<file path="config.mk">
export PLATFORM = sky130hd
export DESIGN_NAME = fetch_unit
export DESIGN_NICKNAME = d
export VERILOG_FILES = /design/src/rtl/fetch_unit.sv
export SDC_FILE = /design/constraint.sdc
export NUM_CORES = 1
export LEC_CHECK = 0
export ABC_AREA = 0
export ABC_CLOCK_PERIOD_IN_PS = 5100
export CAP_MARGIN = 40
export CELL_PAD_IN_SITES_DETAIL_PLACEMENT = 1
export CELL_PAD_IN_SITES_GLOBAL_PLACEMENT = 1
export CORE_ASPECT_RATIO = 0.6
export CORE_MARGIN = 2
export CORE_UTILIZATION = 41
export CTS_CLUSTER_DIAMETER = 30
export DETAILED_ROUTE_END_ITERATION = 8
export MAX_ROUTING_LAYER = met4
export PLACE_DENSITY = 0.77
export SYNTH_ARGS = -nofsm -noshare
export SYNTH_HDL_FRONTEND = slang
export SYNTH_SLANG_ARGS = --single-unit
</file>
<file path="constraint.sdc">
create_clock -name clk -period 5.1 [get_ports clk]
set_input_delay 0.51 -clock clk [delete_from_list [all_inputs] [get_ports clk]]
set_output_delay 0.51 -clock clk [all_outputs]
set_load 0.02 [all_outputs]
</file>
<file path="src/rtl/fetch_unit.sv">
// Instruction fetch stage: owns the PC, issues in-order word fetches with credit-based
// flow control, buffers responses and hands {inst, pc} to decode; redirects flush.
module fetch_unit #(
    parameter logic [31:0] RESET_PC = 32'h0000_0000,
    parameter int unsigned DEPTH    = 2
) (
    input  logic        clk,
    input  logic        rst,
    output logic        imem_req_valid,
    input  logic        imem_req_ready,
    output logic [31:0] imem_req_addr,
    input  logic        imem_rsp_valid,
    input  logic [31:0] imem_rsp_data,
    input  logic        redirect_valid,
    input  logic [31:0] redirect_pc,
    output logic        id_valid,
    input  logic        id_ready,
    output logic [31:0] id_inst,
    output logic [31:0] id_pc
);

    localparam int unsigned PTR_W    = $clog2(DEPTH);
    localparam int unsigned CNT_W    = PTR_W + 1;
    localparam logic [31:0] NOP_INST = 32'h0000_0013;
    localparam logic [31:0] WORD_MSK = 32'hFFFF_FFFC;
    localparam logic [31:0] PC_RST   = RESET_PC & WORD_MSK;

    typedef struct packed {
        logic [31:0] inst;
        logic [31:0] pc;
    } entry_t;

    entry_t           fifo_q [DEPTH];
    logic [31:0]      pc_q, pc_d;
    logic [31:0]      rsp_pc_q, rsp_pc_d;
    logic [CNT_W-1:0] outst_q, outst_d;
    logic [CNT_W-1:0] drop_q, drop_d;
    logic [CNT_W-1:0] count_q, count_d;
    logic [PTR_W-1:0] rd_ptr_q, rd_ptr_d;
    logic [PTR_W-1:0] wr_ptr_q, wr_ptr_d;

    logic             req_fire;
    logic             rsp_take;
    logic             rsp_push;
    logic             pop;
    logic             fifo_nonempty;
    logic [CNT_W:0]   credit_used;
    logic [31:0]      redirect_tgt;

    assign redirect_tgt  = redirect_pc & WORD_MSK;
    assign fifo_nonempty = (count_q != '0);

    // In-flight fetches plus buffered entries may never exceed the buffer size.
    assign credit_used    = (CNT_W+1)'(outst_q) + (CNT_W+1)'(count_q);
    assign imem_req_valid = !rst && !redirect_valid && (credit_used < (CNT_W+1)'(DEPTH));
    assign imem_req_addr  = pc_q;

    assign id_valid = !rst && fifo_nonempty;
    assign id_inst  = fifo_nonempty ? fifo_q[rd_ptr_q].inst : NOP_INST;
    assign id_pc    = fifo_nonempty ? fifo_q[rd_ptr_q].pc   : rsp_pc_q;

    // A response with nothing outstanding is a protocol error and is ignored.
    assign req_fire = imem_req_valid && imem_req_ready;
    assign rsp_take = imem_rsp_valid && (outst_q != '0);
    assign rsp_push = rsp_take && (drop_q == '0) && !redirect_valid;
    assign pop      = id_valid && id_ready && !redirect_valid;

    always_comb begin
        pc_d     = pc_q;
        rsp_pc_d = rsp_pc_q;
        outst_d  = outst_q + CNT_W'(req_fire) - CNT_W'(rsp_take);
        drop_d   = drop_q;
        count_d  = count_q + CNT_W'(rsp_push) - CNT_W'(pop);
        rd_ptr_d = rd_ptr_q;
        wr_ptr_d = wr_ptr_q;

        if (req_fire) begin
            pc_d = pc_q + 32'd4;
        end
        if (rsp_take && (drop_q != '0)) begin
            drop_d = drop_q - CNT_W'(1);
        end
        if (rsp_push) begin
            rsp_pc_d = rsp_pc_q + 32'd4;
            wr_ptr_d = wr_ptr_q + PTR_W'(1);
        end
        if (pop) begin
            rd_ptr_d = rd_ptr_q + PTR_W'(1);
        end

        // Every fetch still in flight after this cycle belongs to the old stream.
        if (redirect_valid) begin
            pc_d     = redirect_tgt;
            rsp_pc_d = redirect_tgt;
            count_d  = '0;
            rd_ptr_d = '0;
            wr_ptr_d = '0;
            drop_d   = outst_d;
        end
    end

    always_ff @(posedge clk) begin
        if (rst) begin
            pc_q     <= PC_RST;
            rsp_pc_q <= PC_RST;
            outst_q  <= '0;
            drop_q   <= '0;
            count_q  <= '0;
            rd_ptr_q <= '0;
            wr_ptr_q <= '0;
        end else begin
            pc_q     <= pc_d;
            rsp_pc_q <= rsp_pc_d;
            outst_q  <= outst_d;
            drop_q   <= drop_d;
            count_q  <= count_d;
            rd_ptr_q <= rd_ptr_d;
            wr_ptr_q <= wr_ptr_d;
        end
    end

    // Buffer storage needs no reset; occupancy is tracked by count_q.
    always_ff @(posedge clk) begin
        if (rsp_push) begin
            fifo_q[wr_ptr_q].inst <= imem_rsp_data;
            fifo_q[wr_ptr_q].pc   <= rsp_pc_q;
        end
    end

endmodule

</file>
==> metrics <==
outcome finished clean; detailed-placement wirelength estimate 17200 um; combinational fraction of design power 15.6%; vias after detailed routing 6925; all-layer global routing usage 22.5%; global-route wire length before repair 39100 um; post-route cell area 0.0113 sq mm; maximum vdd drop 240 uV; Nets 1019; worst-margin pin slew 0.811 ns; initial core utilization 41.9%; Clock Pin Slew Worst Setup and Hold Paths 0.07 ns; detailed-route DRC error count 0; sw power 1.02 mW; Die Area 0.0228 sq mm; CP Cell Sequence buf_4 > mux2i_1 > o21ai_0 > clkdlybuf4s50_1; CP bufs+invs 2; Post-synth EDFFs 124; Cell Area, Placed 0.0107 sq mm; minimum clock period 3.49 ns; relative slew slack 45.4%; I/O pin cnt 168; Core Area 0.0211 sq mm; largest net degree at the start of global routing 59; RSZ-0062 raised after global routing false; CTS max path bufs 2; DIE HEIGHT 118 um; Routed WL 24600 um; CTS tree done; met1 usage 33.0%; Worst EP arrival 2.98 ns; Clk Latency, worst-skew pair 0.44 ns; delay-heaviest family, CP buffers and inverters; total power 3.80 mW; critical path's largest stage delay 0.88 ns; sequential share of the synthesized area 57.8%; post-synthesis async set-or-reset flop share 0%; grt met3 use 3.78%; most used flip-flop cell after synthesis edfxtp_1; total grt overflow 0; antenna-violating nets left 0; PostCTS Resize Cnt 0; Clock Power Share 35.1%; DR vias/cell 5.62; GP Congestion 0.819; share of the synthesized area in the top cell type 42.2%; Post-synth top cells 124 x edfxtp_1, 70 x nand2_1, 69 x dfxtp_1, 62 x mux2i_1, 53 x nor2_1; TNS Setup 0 ns; number of global-route vias before repair 6833; layout cells sized above 1 6.39%; Sequential Power Share 49.3%; CTS Hold Bufs 0; ANT cells 0; Final Skew 0.0123 ns; die width 193 um; met2 Use GR 32.6%; Yosys Warn Count 0; CTS Buf Count 17; post-DR wirelength/cell 20.0 um; synthesized flop and latch total 193; max-slew violation count 0; number of library cell types mapped by synthesis 55; CP endpoint kind output pin; layer with the highest usage met1; Critical Path RT 4.59 ns; fillers 2221; setup bufs post-CTS 0; Syn Inst Count 794; Root Buffer clkbuf_16; dominant cells by area after synthesis edfxtp_1 42%, dfxtp_1 16%, mux2i_1 7.0%; switching power share of the total 26.8%; drt pass-1 iters 5; DR iter-0 viols 485; area leader, netlist edfxtp_1; critical path class reg -> out; Avg Synthesized Cell Area 11.1 sq um; final hold vios 0; highest-delay cell along the critical path dfxtp_4; initial antenna violation count 0; Worst Setup Start Kind register; Area Growth Syn to Fin 28.3%; Max-Cap Viols 0; setup violators final 0; peak fanout along the critical path 44; final worst-path cycle share 68.4%; H-tree depth 4; most frequent cell after synthesis edfxtp_1; f_max 287 MHz; Lkg Pwr 3.68 nW; port bufs 161; Rows 41; Hold Crit Class reg -> reg; post-synth design cell area 0.00883 sq mm; pwr/cell area 336 mW/mm^2; CTS sink count 193; Pint 2.78 mW
sequential cells by signal, indices dropped and copies added (netlist names), named ones only:
| name | flops |
|---|---|
| outst_q | 2 |
| fifo_q | 124 |
| count_q | 2 |
| wr_ptr_q | 1 |
| rd_ptr_q | 1 |
| imem_req_addr | 30 |
| drop_q | 2 |
| rsp_pc_q | 30 |
layer usage:
metal,up-vias,part of all wire [%],wire (um)
li1,3267,-,-
met5,-,0,0
met2,184,44,10900
met3,16,5.0,1240
met4,0,0.83,204
met1,3458,50,12300
kinds of logic (layout without fill, tap and decap cells):
| kind of cell | count (synthesis) | in the layout | share of synthesized area, % |
|---|---|---|---|
| AOI/OAI and AO/OA | 161 | 161 | 12.2 |
| and+or+nand+nor | 268 | 268 | 15.8 |
| xor gates and xnor gates | 25 | 25 | 2.48 |
| buffers and inverters | 76 | 233 | 3.46 |
| DFF | 193 | 193 | 57.8 |
| other | 1 | 4 | 0.0425 |
| muxes | 62 | 62 | 7.03 |
| adders and majority gates | 8 | 8 | 1.22 |
power groups by stage:
stage | Clock [mW] | Sequential (mW) | Combinational, mW
floorplan | 0 | 1.90 | 0.313
global placement | 0 | 1.90 | 0.571
detailed placement | 0 | 1.91 | 0.593
CTS | 1.36 | 1.87 | 0.596
global route | 1.42 | 1.89 | 0.646
finish | 1.34 | 1.87 | 0.592
final timing paths:
path | start | endpoint | slack [ns] | cells after the start
setup reg to reg | outst_q[0] | imem_req_addr[17] | 1.85 | 6
hold reg to reg | rd_ptr_q | rd_ptr_q | 0.54 | 2
hold / removal | rd_ptr_q | rd_ptr_q | 0.54 | 2
setup / recovery | register | id_pc[15] | 1.61 | 4
worst register-to-register path: cells and delay by family (launching register included):
family | cells | cell delay, ns
compound gates | 1 | 0.26
fa+ha+maj | 1 | 0.45
flops | 1 | 0.48
simple gates | 4 | 1.97
metrics by stage:
stage / cells / util [%] / hold WS [ns] / setup WS, ns
final: 1233 / 53.7 / 0.544 / 1.61
after global routing: 1233 / 53.7 / 0.577 / 1.48
after CTS: 1233 / 53.7 / 0.553 / 1.58
after detailed placement: 1201 / 51.0 / 0.535 / 1.86
after global placement: 1199 / 50.8 / 0.486 / 1.93
after floorplan: 797 / - / 0.424 / 0.885
placed cells by master (no fill, tap or decap), types with 15 or more instances in the layout:
cell             count
nor4_1              20
edfxtp_1           124
nor3_1              17
nand2_1             70
mux2i_1             62
nand3_1             18
inv_1               27
o21ai_0             41
nor2_1              51
a31oi_1             17
clkbuf_16           19
or3_1               15
nand4_1             23
clkdlybuf4s50_1    160
dfxtp_1             68
a21oi_1             20
area by class of cell:
type	count	area [sq um]	area share [%]
multi-input cells	528	3450	30.4
well taps	279	349	3.08
clock inverters	8	45.0	0.397
clock buffers	24	544	4.80
flip-flops and latches	193	5110	45.1
inverters	28	105	0.927
repair buffers	173	1730	15.3
No activity file was read; power rests on OpenSTA's default activity.
